`src/rtl/bus_arbiter_pkg.sv`:
```
// Shared types and constants for the two-master bridge arbiter.
// Optional build macro ARB_ROUND_ROBIN_EN is consumed by bus_arbiter.sv.
package bus_arbiter_pkg;

  localparam int ARB_ADDR_W = 16;
  localparam int ARB_DATA_W = 32;
  localparam int HOLD_W     = 8;

  typedef enum logic [1:0] {
    ARB_IDLE = 2'b00,
    ARB_OWN0 = 2'b01,
    ARB_OWN1 = 2'b10
  } arb_state_e;

  typedef enum logic [1:0] {
    OWNER_NONE = 2'b00,
    OWNER_M0   = 2'b01,
    OWNER_M1   = 2'b10
  } owner_e;

  function automatic owner_e owner_of(arb_state_e s);
    case (s)
      ARB_OWN0: return OWNER_M0;
      ARB_OWN1: return OWNER_M1;
      default:  return OWNER_NONE;
    endcase
  endfunction

endpackage

```
`src/rtl/bus_arbiter_if.sv`:
```
// Master-side and bridge-side signals of the arbiter, grouped with modports
// for the arbiter, the requesting masters and the bridge.
interface bus_arbiter_if
  import bus_arbiter_pkg::*;
#(
  parameter int ADDR_W = ARB_ADDR_W,
  parameter int DATA_W = ARB_DATA_W
) ();

  logic              m0_req;
  logic              m0_lock;
  logic              m0_wen;
  logic [ADDR_W-1:0] m0_addr;
  logic [DATA_W-1:0] m0_wdata;
  logic              m0_gnt;
  logic              m0_ack;

  logic              m1_req;
  logic              m1_lock;
  logic              m1_wen;
  logic [ADDR_W-1:0] m1_addr;
  logic [DATA_W-1:0] m1_wdata;
  logic              m1_gnt;
  logic              m1_ack;

  logic [DATA_W-1:0] rdata;
  logic              bus_wen;
  logic [ADDR_W-1:0] bus_addr;
  logic [DATA_W-1:0] bus_wdata;
  logic [DATA_W-1:0] bus_data;
  logic [1:0]        owner;

  modport arb (
    input  m0_req, m0_lock, m0_wen, m0_addr, m0_wdata,
    input  m1_req, m1_lock, m1_wen, m1_addr, m1_wdata,
    input  bus_data,
    output m0_gnt, m0_ack, m1_gnt, m1_ack,
    output rdata, bus_wen, bus_addr, bus_wdata, owner
  );

  modport masters (
    output m0_req, m0_lock, m0_wen, m0_addr, m0_wdata,
    output m1_req, m1_lock, m1_wen, m1_addr, m1_wdata,
    input  m0_gnt, m0_ack, m1_gnt, m1_ack, rdata, owner
  );

  modport bridge (
    input  bus_wen, bus_addr, bus_wdata,
    output bus_data
  );

endinterface

```
`src/rtl/bus_arbiter.sv`:
```
// Two-master arbiter for the memory/peripheral bridge with lock and bounded hold.
// Define ARB_ROUND_ROBIN_EN to break IDLE ties in favour of the master not served last.
module bus_arbiter
  import bus_arbiter_pkg::*;
#(
  parameter int MAX_HOLD = 8  // legal range 1..255
) (
  input  logic      clk,
  input  logic      rst,
  bus_arbiter_if.arb bus
);

  localparam logic [HOLD_W-1:0] HOLD_LAST = HOLD_W'(MAX_HOLD - 1);

  arb_state_e        state;
  arb_state_e        next_state;
  logic [HOLD_W-1:0] hold_cnt;
  logic              gnt0;
  logic              gnt1;
  owner_e            owner;
  logic              ack0;
  logic              ack1;
  logic              release0;
  logic              release1;
  logic              tie_m0;

`ifdef ARB_ROUND_ROBIN_EN
  logic last_m1;

  always_comb tie_m0 = last_m1;
`else
  always_comb tie_m0 = 1'b1;
`endif

  always_comb begin
    ack0 = (state == ARB_OWN0) && bus.m0_req;
    ack1 = (state == ARB_OWN1) && bus.m1_req;
    // Forced release only on an unlocked ack while the other master waits.
    release0 = (!bus.m0_req && !bus.m0_lock) ||
               (ack0 && !bus.m0_lock && bus.m1_req && hold_cnt == HOLD_LAST);
    release1 = (!bus.m1_req && !bus.m1_lock) ||
               (ack1 && !bus.m1_lock && bus.m0_req && hold_cnt == HOLD_LAST);
  end

  always_comb begin
    // NOTE: next_state gets a default before the case so no path infers a latch.
    next_state = state;
    case (state)
      ARB_IDLE: begin
        if (bus.m0_req && (!bus.m1_req || tie_m0)) next_state = ARB_OWN0;
        else if (bus.m1_req)                       next_state = ARB_OWN1;
      end
      ARB_OWN0: if (release0) next_state = bus.m1_req ? ARB_OWN1 : ARB_IDLE;
      ARB_OWN1: if (release1) next_state = bus.m0_req ? ARB_OWN0 : ARB_IDLE;
      default:  next_state = ARB_IDLE;
    endcase
  end

  // Bus outputs follow the registered state only, so the async reset of state
  // also kills a write that is in flight.
  always_comb begin
    bus.bus_wen   = 1'b0;
    bus.bus_addr  = '0;
    bus.bus_wdata = '0;
    case (state)
      ARB_OWN0: begin
        bus.bus_wen   = bus.m0_wen & bus.m0_req;
        bus.bus_addr  = bus.m0_addr;
        bus.bus_wdata = bus.m0_wdata;
      end
      ARB_OWN1: begin
        bus.bus_wen   = bus.m1_wen & bus.m1_req;
        bus.bus_addr  = bus.m1_addr;
        bus.bus_wdata = bus.m1_wdata;
      end
      default: ;
    endcase
  end

  always_ff @(posedge clk or negedge rst) begin
    if (!rst) begin
      state    <= ARB_IDLE;
      gnt0     <= 1'b0;
      gnt1     <= 1'b0;
      owner    <= OWNER_NONE;
      hold_cnt <= '0;
`ifdef ARB_ROUND_ROBIN_EN
      last_m1  <= 1'b1;
`endif
    end else begin
      // NOTE: non-blocking assignments so every register samples pre-edge values.
      state <= next_state;
      gnt0  <= (next_state == ARB_OWN0);
      gnt1  <= (next_state == ARB_OWN1);
      owner <= owner_of(next_state);

      if (next_state != state || state == ARB_IDLE)
        hold_cnt <= '0;
      else if ((ack0 || ack1) && hold_cnt != HOLD_LAST)
        hold_cnt <= hold_cnt + 1'b1;

`ifdef ARB_ROUND_ROBIN_EN
      if (next_state == ARB_OWN0 && state != ARB_OWN0)
        last_m1 <= 1'b0;
      else if (next_state == ARB_OWN1 && state != ARB_OWN1)
        last_m1 <= 1'b1;
`endif
    end
  end

  assign bus.m0_gnt = gnt0;
  assign bus.m1_gnt = gnt1;
  assign bus.m0_ack = ack0;
  assign bus.m1_ack = ack1;
  assign bus.owner  = owner;
  assign bus.rdata  = bus.bus_data;

endmodule
```
`src/flat_wrapper.sv`:
```
// flat-port wrapper written by rule: the top's interface ports become plain ports
module bus_arbiter_flat import bus_arbiter_pkg::*;
#(
  parameter int MAX_HOLD = 8                       
)
  (clk, rst, bus_m0_req, bus_m0_lock, bus_m0_wen, bus_m0_addr, bus_m0_wdata, bus_m1_req, bus_m1_lock, bus_m1_wen, bus_m1_addr, bus_m1_wdata, bus_bus_data, bus_m0_gnt, bus_m0_ack, bus_m1_gnt, bus_m1_ack, bus_rdata, bus_bus_wen, bus_bus_addr, bus_bus_wdata, bus_owner);
  bus_arbiter_if bus_i ();
  input  logic clk;
  input  logic rst;
  input wire logic [$bits(bus_i.m0_req)-1:0] bus_m0_req;
  input wire logic [$bits(bus_i.m0_lock)-1:0] bus_m0_lock;
  input wire logic [$bits(bus_i.m0_wen)-1:0] bus_m0_wen;
  input wire logic [$bits(bus_i.m0_addr)-1:0] bus_m0_addr;
  input wire logic [$bits(bus_i.m0_wdata)-1:0] bus_m0_wdata;
  input wire logic [$bits(bus_i.m1_req)-1:0] bus_m1_req;
  input wire logic [$bits(bus_i.m1_lock)-1:0] bus_m1_lock;
  input wire logic [$bits(bus_i.m1_wen)-1:0] bus_m1_wen;
  input wire logic [$bits(bus_i.m1_addr)-1:0] bus_m1_addr;
  input wire logic [$bits(bus_i.m1_wdata)-1:0] bus_m1_wdata;
  input wire logic [$bits(bus_i.bus_data)-1:0] bus_bus_data;
  output wire logic [$bits(bus_i.m0_gnt)-1:0] bus_m0_gnt;
  output wire logic [$bits(bus_i.m0_ack)-1:0] bus_m0_ack;
  output wire logic [$bits(bus_i.m1_gnt)-1:0] bus_m1_gnt;
  output wire logic [$bits(bus_i.m1_ack)-1:0] bus_m1_ack;
  output wire logic [$bits(bus_i.rdata)-1:0] bus_rdata;
  output wire logic [$bits(bus_i.bus_wen)-1:0] bus_bus_wen;
  output wire logic [$bits(bus_i.bus_addr)-1:0] bus_bus_addr;
  output wire logic [$bits(bus_i.bus_wdata)-1:0] bus_bus_wdata;
  output wire logic [$bits(bus_i.owner)-1:0] bus_owner;
  assign bus_i.m0_req = bus_m0_req;
  assign bus_i.m0_lock = bus_m0_lock;
  assign bus_i.m0_wen = bus_m0_wen;
  assign bus_i.m0_addr = bus_m0_addr;
  assign bus_i.m0_wdata = bus_m0_wdata;
  assign bus_i.m1_req = bus_m1_req;
  assign bus_i.m1_lock = bus_m1_lock;
  assign bus_i.m1_wen = bus_m1_wen;
  assign bus_i.m1_addr = bus_m1_addr;
  assign bus_i.m1_wdata = bus_m1_wdata;
  assign bus_i.bus_data = bus_bus_data;
  assign bus_m0_gnt = bus_i.m0_gnt;
  assign bus_m0_ack = bus_i.m0_ack;
  assign bus_m1_gnt = bus_i.m1_gnt;
  assign bus_m1_ack = bus_i.m1_ack;
  assign bus_rdata = bus_i.rdata;
  assign bus_bus_wen = bus_i.bus_wen;
  assign bus_bus_addr = bus_i.bus_addr;
  assign bus_bus_wdata = bus_i.bus_wdata;
  assign bus_owner = bus_i.owner;
  bus_arbiter #(.MAX_HOLD(MAX_HOLD)) u_core (.clk(clk), .rst(rst), .bus(bus_i));
endmodule
```
`config.mk`:
```
export PLATFORM = sky130hd
export DESIGN_NAME = bus_arbiter_flat
export DESIGN_NICKNAME = d
export VERILOG_FILES = /design/src/rtl/bus_arbiter_pkg.sv /design/src/rtl/bus_arbiter_if.sv /design/src/rtl/bus_arbiter.sv /design/src/flat_wrapper.sv
export SDC_FILE = /design/constraint.sdc
export NUM_CORES = 1
export LEC_CHECK = 0
export BUFFER_PORTS_ARGS = -buffer_cell sky130_fd_sc_hd__buf_2
export CORE_AREA = 2 2 87 89
export CTS_CLUSTER_DIAMETER = 100
export CTS_CLUSTER_SIZE = 25
export DETAILED_ROUTE_END_ITERATION = 8
export DIE_AREA = 0 0 89 91
export PLACE_DENSITY = 0.7
export SLEW_MARGIN = 30
export SYNTH_ARGS = -nofsm -noshare
export SYNTH_HDL_FRONTEND = slang
export SYNTH_SLANG_ARGS = --single-unit
```
`constraint.sdc`:
```
create_clock -name clk -period 3.3 [get_ports clk]
set_input_delay 0.33 -clock clk [delete_from_list [all_inputs] [get_ports clk]]
set_output_delay 0.33 -clock clk [all_outputs]
set_load 0.03 [all_outputs]
```
## After elaboration in Yosys (flattened, before gate mapping)

Cells that the tools add are included.
W data, S select, Z words.

| cells by class | value |
|---|---|
| $add $sub $neg | 1 |
| eq/ne operators | 7 |
| mux-type cells | 13 |
| bitwise gates (word level) | 2 |
| reductions and logical operators | 21 |

Operators by type and width:

| cell | count |
|---|---|
| $pmux W32 S2 | 1 |
| $pmux W16 S2 | 1 |
| $mux W8 | 2 |
| $logic_and A1 B1 Y1 | 11 |
| $mux W2 | 5 |
| $add A8 B1 Y8 const B | 1 |
| $eq A8 B3 Y1 const B | 1 |
| $ne A8 B3 Y1 const B | 1 |
| $pmux W2 S3 | 1 |
| $eq A2 B1 Y1 const B | 2 |
| $eq A2 B2 Y1 const B | 2 |
| $logic_not A1 Y1 | 4 |
| $logic_or A1 B1 Y1 | 4 |
| $pmux W2 S2 | 1 |
| $and A1 B1 Y1 | 2 |
| $logic_not A2 Y1 | 1 |
| $ne A2 B2 Y1 | 1 |
| $pmux W1 S2 | 1 |
| $reduce_bool A2 Y1 | 1 |
| $mux W1 | 1 |

| word-level totals | value |
|---|---|
| bits in registers | 14 |
| input bits | 136 |
| word-level logic and storage cells | 49 |

## Longest topological paths before layout

Gate-level depths: netlist (run 1).

| depth | value |
|---|---|
| word-level depth | 11 |
| depth in mapped cells | 8 |
| mapped depth without buffers | 7 |

## Least setup slack after synthesis (run 1)

No wires, ideal clock.

| timing | value |
|---|---|
| path type | flip-flop to output port |
| start point | register u_core.state[0] |
| end point | output bus_bus_wen |
| arrival | 2296 ps |
| slack | 674 ps |
| cell stages (with the launch flop) | 8 |
| path buffers | 2 |
| cells stage by stage | dfrtp_1 > inv_1 > ha_1 > buf_2 > buf_1 > and2_1 > nand2_1 > a21boi_0 |

| on the way | value |
|---|---|
| word-level cells in the longest chain between the ends | 2 |

RTL lines:

| element | RTL line | RTL |
|---|---|---|
| start, declared | bus_arbiter.sv:15 | `arb_state_e state;` |
| start signal, assigned | bus_arbiter.sv:92 | `state <= next_state;` |
| $eq A2 B2 Y1 or $eq A2 B1 Y1 (tied branches) | bus_arbiter.sv:65 | `case (state)` |
| $pmux W1 S2 * | bus_arbiter.sv:65 |  |
| end, declared | flat_wrapper.sv:26 | `output wire logic [$bits(bus_i.bus_wen)-1:0] bus_bus_wen;` |

Mark *: on every way between the ends. The rest lies on a longest branch, timed or not.

## Final worst setup path (run 1)

| timing | value |
|---|---|
| start point | register u_core.state[0] |
| end point | output bus_bus_wdata[2] |

| on the way | value |
|---|---|
| word-level cells in the longest chain between the ends | 2 |

RTL lines:

| element | RTL line | RTL |
|---|---|---|
| $eq A2 B2 Y1 or $eq A2 B1 Y1 (tied branches) | bus_arbiter.sv:65 |  |
| $pmux W32 S2 * | bus_arbiter.sv:65 |  |
| end, declared | flat_wrapper.sv:28 | `output wire logic [$bits(bus_i.bus_wdata)-1:0] bus_bus_wdata;` |

Marks and branches as above.

==> results of run 1 <==
power groups by stage:
| stage | clock [mW] | combinational [mW] | sequential, mW |
|---|---|---|---|
| after floorplan | 0 | 1.34 | 0.227 |
| after global placement | 0 | 1.67 | 0.208 |
| after detailed placement | 0 | 1.69 | 0.211 |
| after CTS | 0.165 | 1.70 | 0.209 |
| after global routing | 0.170 | 1.83 | 0.214 |
| final | 0.161 | 1.68 | 0.210 |
flip-flops by register name, summed over array words and instances, names as in the netlist:
register	flops
u_core.hold_cnt	8
u_core.bus.owner	2
u_core.state	2
repair_timing:
item	in CTS	in global routing
hold endpoints to repair	12	0
hold buffers	1	0
endpoints found under the setup margin	0	0
path summary, 6_finish.rpt:
check	end	slack, ns	cells past startpoint
worst min register to register	u_core.hold_cnt[1]	0.55	2
worst max register to register	u_core.hold_cnt[3]	0.88	7
worst max-delay path	bus_bus_wdata[2]	0.64	6
min in group clk	u_core.hold_cnt[1]	0.55	2
worst min-delay path	u_core.hold_cnt[0]	0.49	2
max in group asynchronous	u_core.state[1]	2.59	2
layout make-up:
class / count / area (um^2)
Clock buffer: 4 / 55.1
Tap cell: 99 / 124
Timing Repair Buffer: 162 / 823
Multi-Input combinational cell: 176 / 1210
Sequential cell: 12 / 300
Inverter: 3 / 11.3
Fill cell: 792 / 4610
cell usage after synthesis (2+ instances only):
| library cell | instances | area share (%) |
|---|---|---|
| buf_1 | 5 | 1.0 |
| o21a_1 | 2 | 0.81 |
| dfrtp_1 | 12 | 16 |
| a21boi_0 | 2 | 0.81 |
| nor3_1 | 2 | 0.54 |
| nor2_1 | 13 | 2.6 |
| a21oi_1 | 3 | 0.81 |
| xnor2_1 | 3 | 1.4 |
| a22oi_1 | 49 | 20 |
| nand2_1 | 9 | 1.8 |
| nand4_1 | 4 | 1.3 |
| nor2b_1 | 50 | 17 |
| o21ai_0 | 3 | 0.81 |
| inv_1 | 3 | 0.61 |
| ha_1 | 5 | 3.4 |
| nand3_1 | 4 | 1.1 |
| clkbuf_1 | 10 | 2.0 |
| buf_4 | 37 | 15 |
| o2bb2ai_1 | 2 | 0.94 |
| xor2_1 | 4 | 1.9 |
| nor4_1 | 2 | 0.67 |
| and2_1 | 2 | 0.67 |
logic make-up (layout without fill, tap and decap cells):
| family | count (synthesis) | in the layout | share of synthesized area, % |
|---|---|---|---|
| AOI/OAI and AO/OA | 69 | 69 | 28.2 |
| adders and majority gates | 5 | 5 | 3.37 |
| xor gates and xnor gates | 7 | 7 | 3.30 |
| buffers and inverters | 56 | 169 | 18.9 |
| DFF | 12 | 12 | 16.2 |
| and+or+nand+nor | 94 | 94 | 29.6 |
| muxes | 1 | 1 | 0.539 |
per-layer routing:
| metal | wire length (um) | part of all wire, % | track usage (%) | vias up |
|---|---|---|---|---|
| li1 | - | - | - | 1063 |
| met1 | 2310 | 37 | 15.6 | 983 |
| met2 | 3020 | 48 | 23.8 | 128 |
| met3 | 864 | 14 | 4.64 | 11 |
| met4 | 81 | 1.3 | 4.10 | 0 |
| met5 | 0 | 0 | 0 | - |
stage by stage:
stage / cells / total power, mW / cell area [um^2] / hold slack (ns)
2_1_floorplan: 244 / 1.57 / 1860 / 0.0344
6_report: 456 / 2.05 / 2530 / 0.494
5_1_grt: 456 / 2.22 / 2530 / 0.533
4_1_cts: 456 / 2.07 / 2530 / 0.505
3_3_place_gp: 451 / 1.87 / 2460 / 0.217
3_5_place_dp: 451 / 1.90 / 2460 / 0.225
==> flow_metrics.env, run 1 <==
export IMPL_slew_headroom_pct=59.8
export IMPL_grt_pass1_wl_mm=8.97
export IMPL_grt_util_all_layers_pct=13.7
export IMPL_std_cell_rows=31
export IMPL_critPathTopFamily="buffers and inverters"
export IMPL_ys_flop_type="dfrtp_1"
export IMPL_utilization_pct=35.4
export IMPL_min_delay_path_class="input pin to async pin"
export IMPL_yosys_register_bits=12
export IMPL_synthCells=244
export IMPL_seq_power_share_pct=10.2
export IMPL_clockBufferDepth=2
export IMPL_final_common_cell="buf_2"
export IMPL_drive_above_1_share_pct=48.7
export IMPL_wirelength_mm=6.28
export IMPL_switching_power_mw=1.15
export IMPL_arrival_ns=2.33
export IMPL_grt_overflow=0
export IMPL_antenna_cells=0
export IMPL_fin_worst_skew_ns=0.000827
export IMPL_r2r_start="u_core.state[0]"
export IMPL_setup_viol_count_final=0
export IMPL_swShare_pct=56.0
export IMPL_drv_cap=0
export IMPL_cts_made_buffers=3
export IMPL_syn_area_um2=1860
export IMPL_layout_common_cells="buf_2, nor2b_1, a22oi_1"
export IMPL_finalCritPeriodShare_pct=80.5
export IMPL_drt_initial_drc_count=100
export IMPL_drv_slew=0
export IMPL_antenna_left=0
export IMPL_die_y_um=91
export IMPL_synth_edf_count=0
export IMPL_fin_tns_setup_ns=0
export IMPL_p_clk_share_pct=7.9
export IMPL_crit_path_start_kind="register"
export IMPL_grt_pass1_vias=1921
export IMPL_clk_pin_slew_ns=0.05
export IMPL_leakage_nw=1.25
export IMPL_vias_per_cell=4.79
export IMPL_cpPeakStageDelay_ns=0.58
export IMPL_synth_distinct_cells=40
export IMPL_ios=223
export IMPL_cp_buffers_inverters=3
export IMPL_avgSynthCellArea_um2=7.61
export IMPL_ctsHtreeMaxLevel=1
export IMPL_gp_congestion=0.840
export IMPL_cts_root_buf="clkbuf_8"
export IMPL_fin_crit_ns=2.66
export IMPL_io_buffers=158
export IMPL_syn2layout_area_growth_pct=36.0
export IMPL_clock_sinks=12
export IMPL_grt_max_degree=32
export IMPL_core_um2=7140
export IMPL_critical_path_startpoint="u_core.state[0]"
export IMPL_worst_slew_pin_slew_ns=0.603
export IMPL_cts_tree="yes"
export IMPL_combPwrFrac_pct=81.9
export IMPL_path_class="register to output pin"
export IMPL_antenna_found_initial=0
export IMPL_p_per_area_nw_per_um2=812
export IMPL_cts_resized=0
export IMPL_ys_warn_count=0
export IMPL_setup_slack_ns=0.643
export IMPL_drt_pre_antenna_iters=5
export IMPL_crit_path_max_fanout=31
export IMPL_p_int_uw=902
export IMPL_clock_latency_ns=0.24
export IMPL_critPathCaptureType="output pin"
export IMPL_die_area_um2=8100
export IMPL_drcViolationCount=0
export IMPL_vias=2185
export IMPL_synth_nets=385
export IMPL_status="completed"
export IMPL_nNetsFinal=499
export IMPL_async_flop_share_pct=100
export IMPL_wl_per_cell_um=13.8
export IMPL_cp_cell_sequence="inv_1, ha_2, buf_4, a22oi_1, nor2b_1, buf_2"
export IMPL_hold_viol=0
export IMPL_dieWidth_um=89
export IMPL_cp_slowest_cell="ha_2"
export IMPL_dpl_hpwl_mm=5.03
export IMPL_max_freq_ghz=0.376
export IMPL_max_vdd_ir_drop_mv=0.253
export IMPL_preCtsSetupSlack_ns=0.892
export IMPL_post_cts_setup_buffer_count=0
export IMPL_yosysSeqAreaShare_pct=16.2
export IMPL_cp_required_ns=2.97
export IMPL_rsz0062_at_grt="no"
export IMPL_start_util_pct=26.0
Note: power is estimated with default switching activity, not from simulation.
==> run 2: changes to the inputs <==
==> constraint.sdc (replaced) <==
create_clock -name clk -period 2.7 [get_ports clk]
set_input_delay 0.27 -clock clk [delete_from_list [all_inputs] [get_ports clk]]
set_output_delay 0.27 -clock clk [all_outputs]
set_load 0.03 [all_outputs]
==> flow_metrics.env, run 2 (synthesis gave the netlist of run 1 again) <==
export IMPL_status="completed"
export IMPL_syn2layout_area_growth_pct=37.3
export IMPL_antenna_left=0
export IMPL_grt_overflow=0
export IMPL_swShare_pct=55.7
export IMPL_layout_common_cells="buf_2, nor2b_1, a22oi_1"
export IMPL_worst_slew_pin_slew_ns=0.574
export IMPL_final_common_cell="buf_2"
export IMPL_largest_reg_flops=8
export IMPL_die_area_um2=8100
export IMPL_vias_per_cell=4.85
export IMPL_crit_path_max_fanout=41
export IMPL_p_per_area_nw_per_um2=998
export IMPL_r2r_setup_slack_ns=0.48
export IMPL_grt_pass1_vias=2024
export IMPL_fin_tns_setup_ns=0
export IMPL_wl_per_cell_um=13.9
export IMPL_max_vdd_ir_drop_mv=0.903
export IMPL_grt_max_degree=54
export IMPL_antenna_cells=0
export IMPL_cpPeakStageDelay_ns=0.47
export IMPL_clk_pin_slew_ns=0.06
export IMPL_nNetsFinal=499
export IMPL_cts_tree="yes"
export IMPL_switching_power_mw=1.42
export IMPL_clock_sinks=12
export IMPL_drv_slew=0
export IMPL_clock_latency_ns=0.25
export IMPL_use_met3_pct=4.82
export IMPL_r2r_end="u_core.hold_cnt[4]"
export IMPL_endpoint="bus_bus_wen"
export IMPL_hold_buffers=1
export IMPL_hold_viol=0
export IMPL_finalCritPeriodShare_pct=88.2
export IMPL_vias=2210
export IMPL_critical_path_startpoint="u_core.state[1]"
export IMPL_grt_util_met1_pct=14.8
export IMPL_max_freq_ghz=0.420
export IMPL_fillCellCount=780
export IMPL_antenna_found_initial=0
export IMPL_cts_made_buffers=3
export IMPL_fin_crit_ns=2.38
export IMPL_critPathCaptureType="output pin"
export IMPL_setup_viol_count_final=0
export IMPL_rsz0062_at_grt="no"
export IMPL_slew_headroom_pct=61.4
export IMPL_clockBufferDepth=2
export IMPL_cp_required_ns=2.43
export IMPL_io_buffers=158
export IMPL_ctsHtreeMaxLevel=1
export IMPL_seq_power_share_pct=10.2
export IMPL_ios=223
export IMPL_grt_pass1_wl_mm=9.26
export IMPL_r2r_start="u_core.state[0]"
export IMPL_fin_worst_skew_ns=0.00345
export IMPL_arrival_ns=2.11
export IMPL_cp_cell_sequence="inv_1, ha_2, buf_12, and2_1, nand2_1, a21boi_0, buf_2"
export IMPL_drcViolationCount=0
export IMPL_p_clk_share_pct=8.1
export IMPL_gp_congestion=0.876
export IMPL_cts_root_buf="clkbuf_8"
export IMPL_post_cts_setup_buffer_count=0
export IMPL_ff2ff_path_depth=8
export IMPL_combPwrFrac_pct=81.7
export IMPL_die_y_um=91
export IMPL_min_delay_path_class="input pin to async pin"
export IMPL_utilization_pct=35.7
export IMPL_cts_resized=0
export IMPL_drt_pre_antenna_iters=4
export IMPL_reg_largest_list="u_core.hold_cnt x8, u_core.bus.owner x2, u_core.state x2"
export IMPL_p_int_mw=1.13
export IMPL_dieWidth_um=89
export IMPL_std_cell_rows=31
export IMPL_core_um2=7140
export IMPL_cp_slowest_cell="dfrtp_1"
export IMPL_busiest_layer="met2"
export IMPL_wirelength_mm=6.36
export IMPL_use_met2_pct=24.8
export IMPL_crit_path_start_kind="register"
export IMPL_drv_cap=0
export IMPL_grt_util_all_layers_pct=14.1
export IMPL_dpl_hpwl_mm=5.17
export IMPL_start_util_pct=26.0
export IMPL_regMostFlops="u_core.hold_cnt"
export IMPL_path_class="register to output pin"
export IMPL_drive_above_1_share_pct=48.7
export IMPL_leakage_nw=1.26
export IMPL_drt_initial_drc_count=63
run 2: cell counts in the layout (fill, tap and decap cells not counted):
Identical to the previous run, type by type.
run 2: through the flow:
| step | setup WS [ns] | instance area, um^2 | power (mW) | hold slack (ns) | cells |
|---|---|---|---|---|---|
| after floorplan | 0.134 | 1860 | 1.91 | -0.0256 | 244 |
| after global placement | 0.587 | 2490 | 2.31 | 0.158 | 451 |
| after detailed placement | 0.497 | 2490 | 2.34 | 0.162 | 451 |
| after CTS | 0.321 | 2550 | 2.56 | 0.441 | 456 |
| after global routing | 0.188 | 2550 | 2.74 | 0.454 | 456 |
| final | 0.320 | 2550 | 2.55 | 0.427 | 456 |
run 2: layout make-up:
type | instances | area, um^2 | share of cell area [%]
clock buffers | 4 | 55.1 | 2.16
flip-flops and latches | 12 | 300 | 11.8
multi-input cells | 176 | 1210 | 47.5
inverters | 3 | 11.3 | 0.441
repair buffers | 162 | 848 | 33.3
well taps | 99 | 124 | 4.86
run 2: worst max-delay path: cells and delay by family, from the launching register on:
kind	cells	cell delay [ns]
adders and majority gates	1	0.38
AOI/OAI and AO/OA	1	0.16
buffers and inverters	3	0.62
DFF	1	0.47
and+or+nand+nor	2	0.22
run 2: how the worst min path moves through the flow:
stage / endpoint / slack (ns) / depth (start not counted)
after detailed placement: u_core.hold_cnt[2] / 0.16 / 1
final: u_core.hold_cnt[0] / 0.43 / 2
after global placement: u_core.hold_cnt[6] / 0.16 / 1
after CTS: u_core.hold_cnt[0] / 0.44 / 2
after floorplan: u_core.bus.owner[0] / -0.03 / 0
after global routing: u_core.hold_cnt[2] / 0.45 / 2
run 2: metal layers:
layer / up-vias / share of wire (%)
met5: - / 0
met4: 0 / 2.3
met3: 19 / 13
met2: 140 / 49
met1: 989 / 36
li1: 1062 / -
run 2: power groups by stage:
stage | clock network [mW] | logic, mW | registers, mW
after floorplan | 0 | 1.64 | 0.277
after global placement | 0 | 2.05 | 0.262
after detailed placement | 0 | 2.08 | 0.264
after CTS | 0.210 | 2.09 | 0.261
after global routing | 0.216 | 2.26 | 0.267
final | 0.205 | 2.08 | 0.260
